`src/rtl/shaft_pulse_monitor_if.sv`:
```
// ---------------------------------------------------------------------------
// shaft_pulse_monitor_if
//   Signal bundle between the drive controller and the wheel-feedback
//   receiver.
//
//   Controller -> receiver : shaftPulseL, shaftPulseR (raw encoder pulses),
//                            driveActive (motor enables on),
//                            clearDist (clear both distance counters)
//   Receiver -> controller : speedL, speedR, speedDiff, speedValid,
//                            distL, distR, stallL, stallR
//
//   modport master : drive-controller side (also used by test stimulus)
//   modport slave  : shaft_pulse_monitor side
// ---------------------------------------------------------------------------
interface shaft_pulse_monitor_if #(
  parameter int SPEED_WIDTH = 16,
  parameter int DIST_WIDTH  = 24
);
  logic                   shaftPulseL;
  logic                   shaftPulseR;
  logic                   driveActive;
  logic                   clearDist;
  logic [SPEED_WIDTH-1:0] speedL;
  logic [SPEED_WIDTH-1:0] speedR;
  logic [SPEED_WIDTH:0]   speedDiff;
  logic                   speedValid;
  logic [DIST_WIDTH-1:0]  distL;
  logic [DIST_WIDTH-1:0]  distR;
  logic                   stallL;
  logic                   stallR;

  modport master (
    output shaftPulseL, shaftPulseR, driveActive, clearDist,
    input  speedL, speedR, speedDiff, speedValid, distL, distR, stallL, stallR
  );

  modport slave (
    input  shaftPulseL, shaftPulseR, driveActive, clearDist,
    output speedL, speedR, speedDiff, speedValid, distL, distR, stallL, stallR
  );
endinterface

```
`src/rtl/shaft_pulse_monitor.sv`:
```
// ---------------------------------------------------------------------------
// shaft_pulse_monitor
//   Wheel-feedback receiver. Each raw encoder pulse is synchronized, debounced
//   and turned into a one-cycle rising-edge pulse. Edges are counted per
//   measurement window (speed), cumulatively (distance), and watched by a
//   per-wheel stall state machine while the drive is active.
//
//   Ports:
//     clk    : system clock
//     resetN : synchronous active-low reset
//     bus    : shaft_pulse_monitor_if.slave
//              in : shaftPulseL/R, driveActive, clearDist
//              out: speedL/R, speedDiff, speedValid, distL/R, stallL/R
//
//   Index 0 of every per-wheel array is the left wheel, index 1 the right.
// ---------------------------------------------------------------------------
module shaft_pulse_monitor #(
  parameter int WINDOW_CYCLES   = 5_000_000,
  parameter int DEBOUNCE_CYCLES = 500,
  parameter int STALL_WINDOWS   = 3,
  parameter int SPEED_WIDTH     = 16,
  parameter int DIST_WIDTH      = 24
) (
  input  logic                 clk,
  input  logic                 resetN,
  shaft_pulse_monitor_if.slave bus
);

  localparam int WIN_W = (WINDOW_CYCLES > 1)   ? $clog2(WINDOW_CYCLES)   : 1;
  localparam int DEB_W = (DEBOUNCE_CYCLES > 1) ? $clog2(DEBOUNCE_CYCLES) : 1;
  localparam int ZW    = $clog2(STALL_WINDOWS + 1);

  localparam logic [WIN_W-1:0] WIN_ZERO = {WIN_W{1'b0}};
  localparam logic [WIN_W-1:0] WIN_ONE  = {{(WIN_W-1){1'b0}}, 1'b1};
  localparam logic [WIN_W-1:0] WIN_LAST = WIN_W'(WINDOW_CYCLES - 1);

  localparam logic [DEB_W-1:0] DEB_ZERO = {DEB_W{1'b0}};
  localparam logic [DEB_W-1:0] DEB_ONE  = {{(DEB_W-1){1'b0}}, 1'b1};
  localparam logic [DEB_W-1:0] DEB_LAST = DEB_W'(DEBOUNCE_CYCLES - 1);

  localparam logic [ZW-1:0] Z_ZERO  = {ZW{1'b0}};
  localparam logic [ZW-1:0] Z_ONE   = {{(ZW-1){1'b0}}, 1'b1};
  localparam logic [ZW-1:0] Z_LIMIT = ZW'(STALL_WINDOWS);

  localparam logic [SPEED_WIDTH-1:0] SPEED_ZERO = {SPEED_WIDTH{1'b0}};
  localparam logic [SPEED_WIDTH-1:0] SPEED_ONE  = {{(SPEED_WIDTH-1){1'b0}}, 1'b1};
  localparam logic [SPEED_WIDTH-1:0] SPEED_MAX  = {SPEED_WIDTH{1'b1}};

  localparam logic [DIST_WIDTH-1:0] DIST_ZERO = {DIST_WIDTH{1'b0}};
  localparam logic [DIST_WIDTH-1:0] DIST_ONE  = {{(DIST_WIDTH-1){1'b0}}, 1'b1};
  localparam logic [DIST_WIDTH-1:0] DIST_MAX  = {DIST_WIDTH{1'b1}};

  typedef enum logic [1:0] {
    ST_IDLE    = 2'd0,
    ST_WATCH   = 2'd1,
    ST_STALLED = 2'd2
  } stall_state_t;

  // Saturating increment for per-window edge counters.
  function automatic logic [SPEED_WIDTH-1:0] sat_inc_speed(
    input logic [SPEED_WIDTH-1:0] value,
    input logic                   inc
  );
    if (inc && (value != SPEED_MAX)) begin
      sat_inc_speed = value + SPEED_ONE;
    end else begin
      sat_inc_speed = value;
    end
  endfunction

  // Saturating increment for the cumulative distance counters.
  function automatic logic [DIST_WIDTH-1:0] sat_inc_dist(
    input logic [DIST_WIDTH-1:0] value,
    input logic                  inc
  );
    if (inc && (value != DIST_MAX)) begin
      sat_inc_dist = value + DIST_ONE;
    end else begin
      sat_inc_dist = value;
    end
  endfunction

  logic [1:0]             raw_s;
  logic [1:0]             sync1_r;
  logic [1:0]             sync2_r;
  logic [1:0]             filt_r;
  logic [1:0]             filt_d_r;
  logic [1:0]             edge_r;
  logic [DEB_W-1:0]       deb_cnt_r [2];

  logic [WIN_W-1:0]       win_r;
  logic                   terminal_s;
  logic [SPEED_WIDTH-1:0] run_r   [2];
  logic [SPEED_WIDTH-1:0] close_s [2];
  logic [SPEED_WIDTH-1:0] speed_r [2];
  logic [SPEED_WIDTH:0]   diff_r;
  logic                   valid_r;

  logic [DIST_WIDTH-1:0]  dist_l_r;
  logic [DIST_WIDTH-1:0]  dist_r_r;

  stall_state_t           state_r [2];
  stall_state_t           state_s [2];
  logic [ZW-1:0]          zero_r  [2];
  logic [ZW-1:0]          zero_s  [2];
  logic [1:0]             stall_r;

  assign raw_s = {bus.shaftPulseR, bus.shaftPulseL};

  // Synchronizer, debounce filter and registered rising-edge pulse per wheel.
  always_ff @(posedge clk) begin
    if (!resetN) begin
      sync1_r  <= 2'b00;
      sync2_r  <= 2'b00;
      filt_r   <= 2'b00;
      filt_d_r <= 2'b00;
      edge_r   <= 2'b00;
      for (int i = 0; i < 2; i++) begin
        deb_cnt_r[i] <= DEB_ZERO;
      end
    end else begin
      sync1_r  <= raw_s;
      sync2_r  <= sync1_r;
      filt_d_r <= filt_r;
      edge_r   <= filt_r & ~filt_d_r;
      for (int i = 0; i < 2; i++) begin
        if (sync2_r[i] == filt_r[i]) begin
          deb_cnt_r[i] <= DEB_ZERO;
        end else if (deb_cnt_r[i] == DEB_LAST) begin
          // The synchronized level has now disagreed for DEBOUNCE_CYCLES samples.
          filt_r[i]    <= sync2_r[i];
          deb_cnt_r[i] <= DEB_ZERO;
        end else begin
          deb_cnt_r[i] <= deb_cnt_r[i] + DEB_ONE;
        end
      end
    end
  end

  assign terminal_s = (win_r == WIN_LAST);

  // Closing count of the current window, including an edge on this very cycle.
  always_comb begin
    for (int i = 0; i < 2; i++) begin
      close_s[i] = sat_inc_speed(run_r[i], edge_r[i]);
    end
  end

  // Window timer, running edge counters and the published speed snapshot.
  always_ff @(posedge clk) begin
    if (!resetN) begin
      win_r   <= WIN_ZERO;
      diff_r  <= {(SPEED_WIDTH+1){1'b0}};
      valid_r <= 1'b0;
      for (int i = 0; i < 2; i++) begin
        run_r[i]   <= SPEED_ZERO;
        speed_r[i] <= SPEED_ZERO;
      end
    end else begin
      valid_r <= terminal_s;
      if (terminal_s) begin
        win_r  <= WIN_ZERO;
        diff_r <= {1'b0, close_s[0]} - {1'b0, close_s[1]};
        for (int i = 0; i < 2; i++) begin
          // The terminal-cycle edge was folded into close_s, so the next
          // window starts from zero.
          speed_r[i] <= close_s[i];
          run_r[i]   <= SPEED_ZERO;
        end
      end else begin
        win_r <= win_r + WIN_ONE;
        for (int i = 0; i < 2; i++) begin
          run_r[i] <= close_s[i];
        end
      end
    end
  end

  // Cumulative distance; a clear takes priority over a simultaneous edge.
  always_ff @(posedge clk) begin
    if (!resetN) begin
      dist_l_r <= DIST_ZERO;
      dist_r_r <= DIST_ZERO;
    end else if (bus.clearDist) begin
      dist_l_r <= DIST_ZERO;
      dist_r_r <= DIST_ZERO;
    end else begin
      dist_l_r <= sat_inc_dist(dist_l_r, edge_r[0]);
      dist_r_r <= sat_inc_dist(dist_r_r, edge_r[1]);
    end
  end

  // Stall state machines: state register and registered stall outputs.
  always_ff @(posedge clk) begin
    if (!resetN) begin
      stall_r <= 2'b00;
      for (int i = 0; i < 2; i++) begin
        state_r[i] <= ST_IDLE;
        zero_r[i]  <= Z_ZERO;
      end
    end else begin
      for (int i = 0; i < 2; i++) begin
        state_r[i] <= state_s[i];
        zero_r[i]  <= zero_s[i];
        stall_r[i] <= (state_s[i] == ST_STALLED);
      end
    end
  end

  // Stall state machines: next state and zero-window count.
  always_comb begin
    for (int i = 0; i < 2; i++) begin
      state_s[i] = state_r[i];
      zero_s[i]  = zero_r[i];
      if (!bus.driveActive) begin
        // Dropping the motor enables overrides everything, terminal or not.
        state_s[i] = ST_IDLE;
        zero_s[i]  = Z_ZERO;
      end else begin
        case (state_r[i])
          ST_IDLE: begin
            state_s[i] = ST_WATCH;
            zero_s[i]  = Z_ZERO;
          end
          ST_WATCH: begin
            if (terminal_s) begin
              if (close_s[i] == SPEED_ZERO) begin
                zero_s[i] = zero_r[i] + Z_ONE;
                if ((zero_r[i] + Z_ONE) == Z_LIMIT) begin
                  state_s[i] = ST_STALLED;
                end else begin
                  state_s[i] = ST_WATCH;
                end
              end else begin
                zero_s[i] = Z_ZERO;
              end
            end else begin
              state_s[i] = ST_WATCH;
            end
          end
          ST_STALLED: begin
            if (terminal_s && (close_s[i] != SPEED_ZERO)) begin
              state_s[i] = ST_WATCH;
              zero_s[i]  = Z_ZERO;
            end else begin
              state_s[i] = ST_STALLED;
            end
          end
          default: begin
            state_s[i] = ST_IDLE;
            zero_s[i]  = Z_ZERO;
          end
        endcase
      end
    end
  end

  assign bus.speedL     = speed_r[0];
  assign bus.speedR     = speed_r[1];
  assign bus.speedDiff  = diff_r;
  assign bus.speedValid = valid_r;
  assign bus.distL      = dist_l_r;
  assign bus.distR      = dist_r_r;
  assign bus.stallL     = stall_r[0];
  assign bus.stallR     = stall_r[1];

endmodule

```
`src/flat_wrapper.sv`:
```
// flat-port wrapper written by rule: the top's interface ports become plain ports
module shaft_pulse_monitor_flat 
#(
  parameter int WINDOW_CYCLES   = 5_000_000,
  parameter int DEBOUNCE_CYCLES = 500,
  parameter int STALL_WINDOWS   = 3,
  parameter int SPEED_WIDTH     = 16,
  parameter int DIST_WIDTH      = 24
)
  (clk, resetN, bus_shaftPulseL, bus_shaftPulseR, bus_driveActive, bus_clearDist, bus_speedL, bus_speedR, bus_speedDiff, bus_speedValid, bus_distL, bus_distR, bus_stallL, bus_stallR);
  shaft_pulse_monitor_if #(.SPEED_WIDTH(SPEED_WIDTH), .DIST_WIDTH(DIST_WIDTH)) bus_i ();
  input  logic clk;
  input  logic resetN;
  input wire logic [$bits(bus_i.shaftPulseL)-1:0] bus_shaftPulseL;
  input wire logic [$bits(bus_i.shaftPulseR)-1:0] bus_shaftPulseR;
  input wire logic [$bits(bus_i.driveActive)-1:0] bus_driveActive;
  input wire logic [$bits(bus_i.clearDist)-1:0] bus_clearDist;
  output wire logic [$bits(bus_i.speedL)-1:0] bus_speedL;
  output wire logic [$bits(bus_i.speedR)-1:0] bus_speedR;
  output wire logic [$bits(bus_i.speedDiff)-1:0] bus_speedDiff;
  output wire logic [$bits(bus_i.speedValid)-1:0] bus_speedValid;
  output wire logic [$bits(bus_i.distL)-1:0] bus_distL;
  output wire logic [$bits(bus_i.distR)-1:0] bus_distR;
  output wire logic [$bits(bus_i.stallL)-1:0] bus_stallL;
  output wire logic [$bits(bus_i.stallR)-1:0] bus_stallR;
  assign bus_i.shaftPulseL = bus_shaftPulseL;
  assign bus_i.shaftPulseR = bus_shaftPulseR;
  assign bus_i.driveActive = bus_driveActive;
  assign bus_i.clearDist = bus_clearDist;
  assign bus_speedL = bus_i.speedL;
  assign bus_speedR = bus_i.speedR;
  assign bus_speedDiff = bus_i.speedDiff;
  assign bus_speedValid = bus_i.speedValid;
  assign bus_distL = bus_i.distL;
  assign bus_distR = bus_i.distR;
  assign bus_stallL = bus_i.stallL;
  assign bus_stallR = bus_i.stallR;
  shaft_pulse_monitor #(.WINDOW_CYCLES(WINDOW_CYCLES), .DEBOUNCE_CYCLES(DEBOUNCE_CYCLES), .STALL_WINDOWS(STALL_WINDOWS), .SPEED_WIDTH(SPEED_WIDTH), .DIST_WIDTH(DIST_WIDTH)) u_core (.clk(clk), .resetN(resetN), .bus(bus_i));
endmodule
```
`config.mk`:
```
export PLATFORM = sky130hd
export DESIGN_NAME = shaft_pulse_monitor_flat
export DESIGN_NICKNAME = d
export VERILOG_FILES = /design/src/rtl/shaft_pulse_monitor_if.sv /design/src/rtl/shaft_pulse_monitor.sv /design/src/flat_wrapper.sv
export SDC_FILE = /design/constraint.sdc
export NUM_CORES = 1
export LEC_CHECK = 0
export ABC_AREA = 1
export BUFFER_PORTS_ARGS = -buffer_cell sky130_fd_sc_hd__buf_2
export CORE_MARGIN = 2
export CORE_UTILIZATION = 64
export DETAILED_ROUTE_END_ITERATION = 16
export HOLD_SLACK_MARGIN = 0.03
export PLACE_DENSITY = 0.86
export REMOVE_ABC_BUFFERS = 1
export SLEW_MARGIN = 20
export SYNTH_ARGS = -nofsm -noshare
export SYNTH_HDL_FRONTEND = slang
export SYNTH_SLANG_ARGS = --single-unit
```
`constraint.sdc`:
```
create_clock -name clk -period 8.25 [get_ports clk]
set_input_delay 0.4125 -clock clk [delete_from_list [all_inputs] [get_ports clk]]
set_output_delay 0.4125 -clock clk [all_outputs]
set_load 0.01 [all_outputs]
```
==> results by group <==
Outcome
  – Outcome: finished, final reports clean

Floorplan
  – Die Ht: 131 µm
  – IO Count: 106
  – Die width: 131 µm
  – Total core area: 15,800 µm²
  – # rows: 46
  – Initial core utilization: 65.1%
  – Die footprint: 17,100 µm²

Worst setup path
  – Critical-path maximum fanout: 12
  – Internal reg-to-reg setup slack: 4160 ps
  – FF-to-FF path depth: 21
  – Crit path launch type: register
  – CP endpoint kind: register
  – Crit path DAT: 4450 ps
  – Worst endpoint required time: 8610 ps
  – Critical path type: register to register
  – FF-to-FF Start: u_core.run_r[0][16]$_SDFFCE_PN0P_
  – Worst reg2reg endpoint: u_core.bus.speedDiff[14]$_SDFFE_PN0P_

Clock network
  – Post-CTS setup buffers: 0
  – H-tree depth: 4
  – Clock latency on the worst-skew pair: 440 ps
  – PostCTS Resize Cnt: 0
  – Hold Buf Count CTS: 0
  – CTS Buf Count: 17
  – TritonCTS clock tree: done
  – Root Driver: clkbuf_16
  – Worst-path clk slew: 70 ps
  – TritonCTS Sinks: 191
  – Longest Clk Path Bufs: 2

Route
  – DR top layer: met4
  – Drt drc: 0
  – Routed WL per cell: 13.8 µm
  – Pre-antenna DRT Iters: 5
  – DR WL met3: 1540 µm
  – Metal2 WL: 11,700 µm
  – Via Count: 9,466
  – DR iter-0 viols: 937
  – M1 WL: 10,400 µm
  – Final WL: 24,200 µm
  – Final antenna-violating net count: 0
  – Vias/cell: 5.41

Timing
  – RSZ-0062 raised after global routing: false
  – Slew Limit Headroom: 37.3%
  – Setup_tns: 0 ps
  – Fmax: 0.244 GHz
  – Hold Vio Cnt, Final: 0
  – Final setup violating endpoints: 0
  – Fin crit share: 49.6%
  – Final setup skew: 10.6 ps
  – Post-layout min period: 4090 ps
  – Max-slew violation count: 0
  – Slew of the pin with the lowest slew margin: 940 ps
  – Final worst setup slack: 4160 ps

Layout
  – Storage cell area: 4640 µm²
  – Nets: 1,554
  – Ant. Diodes: 0
  – Syn-to-layout area delta: 14.8%
  – Most common cell after layout, fill and taps aside: nand2_1
  – Footprint of the multi-input gates: 4980 µm²
  – Fillers: 1,238
  – Share of cells above drive strength 1: 11.9%
  – Layout Cells excl Fill: 1,751
  – Most frequent cells in the layout: 323 x nand2_1, 204 x nor2_1, 181 x inv_1, 109 x dfxtp_1, 105 x buf_2
  – Final instance area: 11,800 µm²

GRT
  – Pin count of the biggest net entering global routing: 80
  – All-layer global routing usage: 29.5%
  – Congestion Overflow GR: 0
  – Vias in the first global route: 8,745
  – First-pass GRT wire length: 40,000 µm
  – Initial antenna violation count: 0

Placed design
  – IO buf count: 105
  – RePlAce Congestion: 0.920
  – Minimum setup slack after placement: 4240 ps
  – Placed cells: 1,719
  – Final HPWL DP: 17,300 µm
  – Placement Cell Area: 11,100 µm²

Synthesis
  – Mux share of post-synthesis cell area: 0%
  – Mapped Cells: 1,373
  – Synth Warn #: 0
  – Complex-gate fraction of the synthesized area: 9.18%
  – Post-synthesis cell area: 10,300 µm²
  – Adder-Cell Fraction of Synth Area: 3.24%
  – Largest family of logic cells by synthesized area: simple AND/OR/NAND/NOR gates
  – Register bit total from synthesis: 191
  – Unique masters post-synth: 46
  – Most used DFF post-synth: dfxtp_1
  – Number of synthesized flops with an enable pin: 82
  – Post-synthesis simple-gate area fraction: 31.4%
  – Sequential share of the synthesized area: 45.2%
  – Xor and xnor fraction of the mapped netlist area: 2.81%
  – Async SR Flop Fraction: 0%
  – Avg Synthesized Cell Area: 7.48 µm²

Power and ir drop
  – Total Power: 2.08 mW
  – Leakage power: 4.97 nW
  – PwrDens: 177 nW/µm²
  – VDD IR max: 0.000195 V

Hold path
  – Hold Startpoint: bus_shaftPulseL
  – Hold Crit Endpoint: u_core.sync1_r[0]$_SDFF_PN0_
  – Hold Crit Class: input pin to register
  – Hold path depth: 3

Flow run
  – Max Cap Violations: 0
[report_power, final]
group	internal (mW)	total, mW	switching [mW]
sequential	1.01	1.02	0.0180
combinational	0.0478	0.151	0.103
clock	0.547	0.908	0.362
total	1.60	2.08	0.483
[synthesized netlist by cell type, drive strengths merged (2+ instances only)]
| library cell | count | share of area (%) |
|---|---|---|
| xnor2 | 18 | 1.5 |
| o31ai | 2 | 0.15 |
| a21oi | 83 | 4.0 |
| o21bai | 2 | 0.15 |
| or2 | 3 | 0.18 |
| or3 | 2 | 0.12 |
| xor2 | 15 | 1.3 |
| dfxtp | 109 | 21 |
| nor4 | 18 | 1.2 |
| nand3b | 2 | 0.15 |
| nand2 | 339 | 13 |
| inv | 184 | 6.7 |
| a211oi | 2 | 0.15 |
| nor2 | 218 | 8.5 |
| edfxtp | 82 | 24 |
| a31oi | 6 | 0.37 |
| buf | 9 | 0.68 |
| nand4 | 37 | 2.4 |
| o21a | 5 | 0.37 |
| ha | 25 | 3.0 |
| nor3 | 46 | 2.2 |
| clkbuf | 18 | 0.66 |
| a211o | 2 | 0.17 |
| nand3 | 65 | 3.3 |
| nor3b | 7 | 0.51 |
| o21ai | 65 | 3.4 |
[per-layer routing]
layer | vias to the layer above | track usage (%)
li1 | 4756 | -
met1 | 4305 | 37.9
met2 | 351 | 50.2
met3 | 54 | 5.70
met4 | 0 | 10.4
met5 | - | 0
[logic make-up after synthesis]
family | Yosys count
buffers and inverters | 212
xor gates and xnor gates | 33
adders and majority gates | 26
AOI/OAI and AO/OA | 172
DFF | 191
other | 1
and+or+nand+nor | 738
[flip-flops by register name, indices dropped and copies added, names as in the netlist, 4 cells and up]
name,count
u_core.run_r,32
u_core.speed_r,32
u_core.bus.distL,24
u_core.bus.distR,24
u_core.win_r,23
u_core.deb_cnt_r,18
u_core.bus.speedDiff,17
u_core.state_r,4
u_core.zero_r,4
[final cells by class]
type / instances / share of cell area, %
clock buffer: 21 / 4.10
inverter: 185 / 5.89
multi-input combinational: 1019 / 42.2
timing repair buffer: 108 / 4.65
tap: 216 / 2.29
clock inverter: 11 / 1.44
sequential: 191 / 39.4
[through the flow]
step | hold slack (ps) | util, %
floorplan | 368 | -
global placement | 375 | 70.6
detailed placement | 383 | 70.6
CTS | 149 | 74.8
global route | 159 | 74.8
finish | 155 | 74.8
[critical path, stage by stage, from the launching register on]
cell and delay [ps]:
edfxtp_1 480, ha_1 320, nand2_1 100, nor2_1 40
nand2_1 160, nor2_1 70, nor2_1 550, nand2_1 120
nand2_1 110, inv_1 100, fa_1 470, nand3_1 100
nand2_1 90, a21oi_1 230, o21ai_0 220, a21boi_0 270
o21ai_0 160, nand2_1 80, nand2_1 60, nand2_1 60
nand2_1 40, o21ai_0 180
[worst max-delay path by stage]
stage	startpoint	to	slack (ps)	depth (start not counted)
after floorplan	u_core.run_r[0][0]$_SDFFCE_PN0P_	u_core.bus.speedDiff[14]$_SDFFE_PN0P_	4420	23
after global placement	u_core.run_r[0][16]$_SDFFCE_PN0P_	u_core.bus.speedDiff[14]$_SDFFE_PN0P_	4470	21
after detailed placement	u_core.run_r[0][16]$_SDFFCE_PN0P_	u_core.bus.speedDiff[14]$_SDFFE_PN0P_	4240	21
after CTS	u_core.run_r[0][16]$_SDFFCE_PN0P_	u_core.bus.speedDiff[14]$_SDFFE_PN0P_	4210	21
after global routing	u_core.run_r[0][16]$_SDFFCE_PN0P_	u_core.bus.speedDiff[14]$_SDFFE_PN0P_	3650	21
final	u_core.run_r[0][16]$_SDFFCE_PN0P_	u_core.bus.speedDiff[14]$_SDFFE_PN0P_	4160	21
No activity file was read; power rests on OpenSTA's default activity.
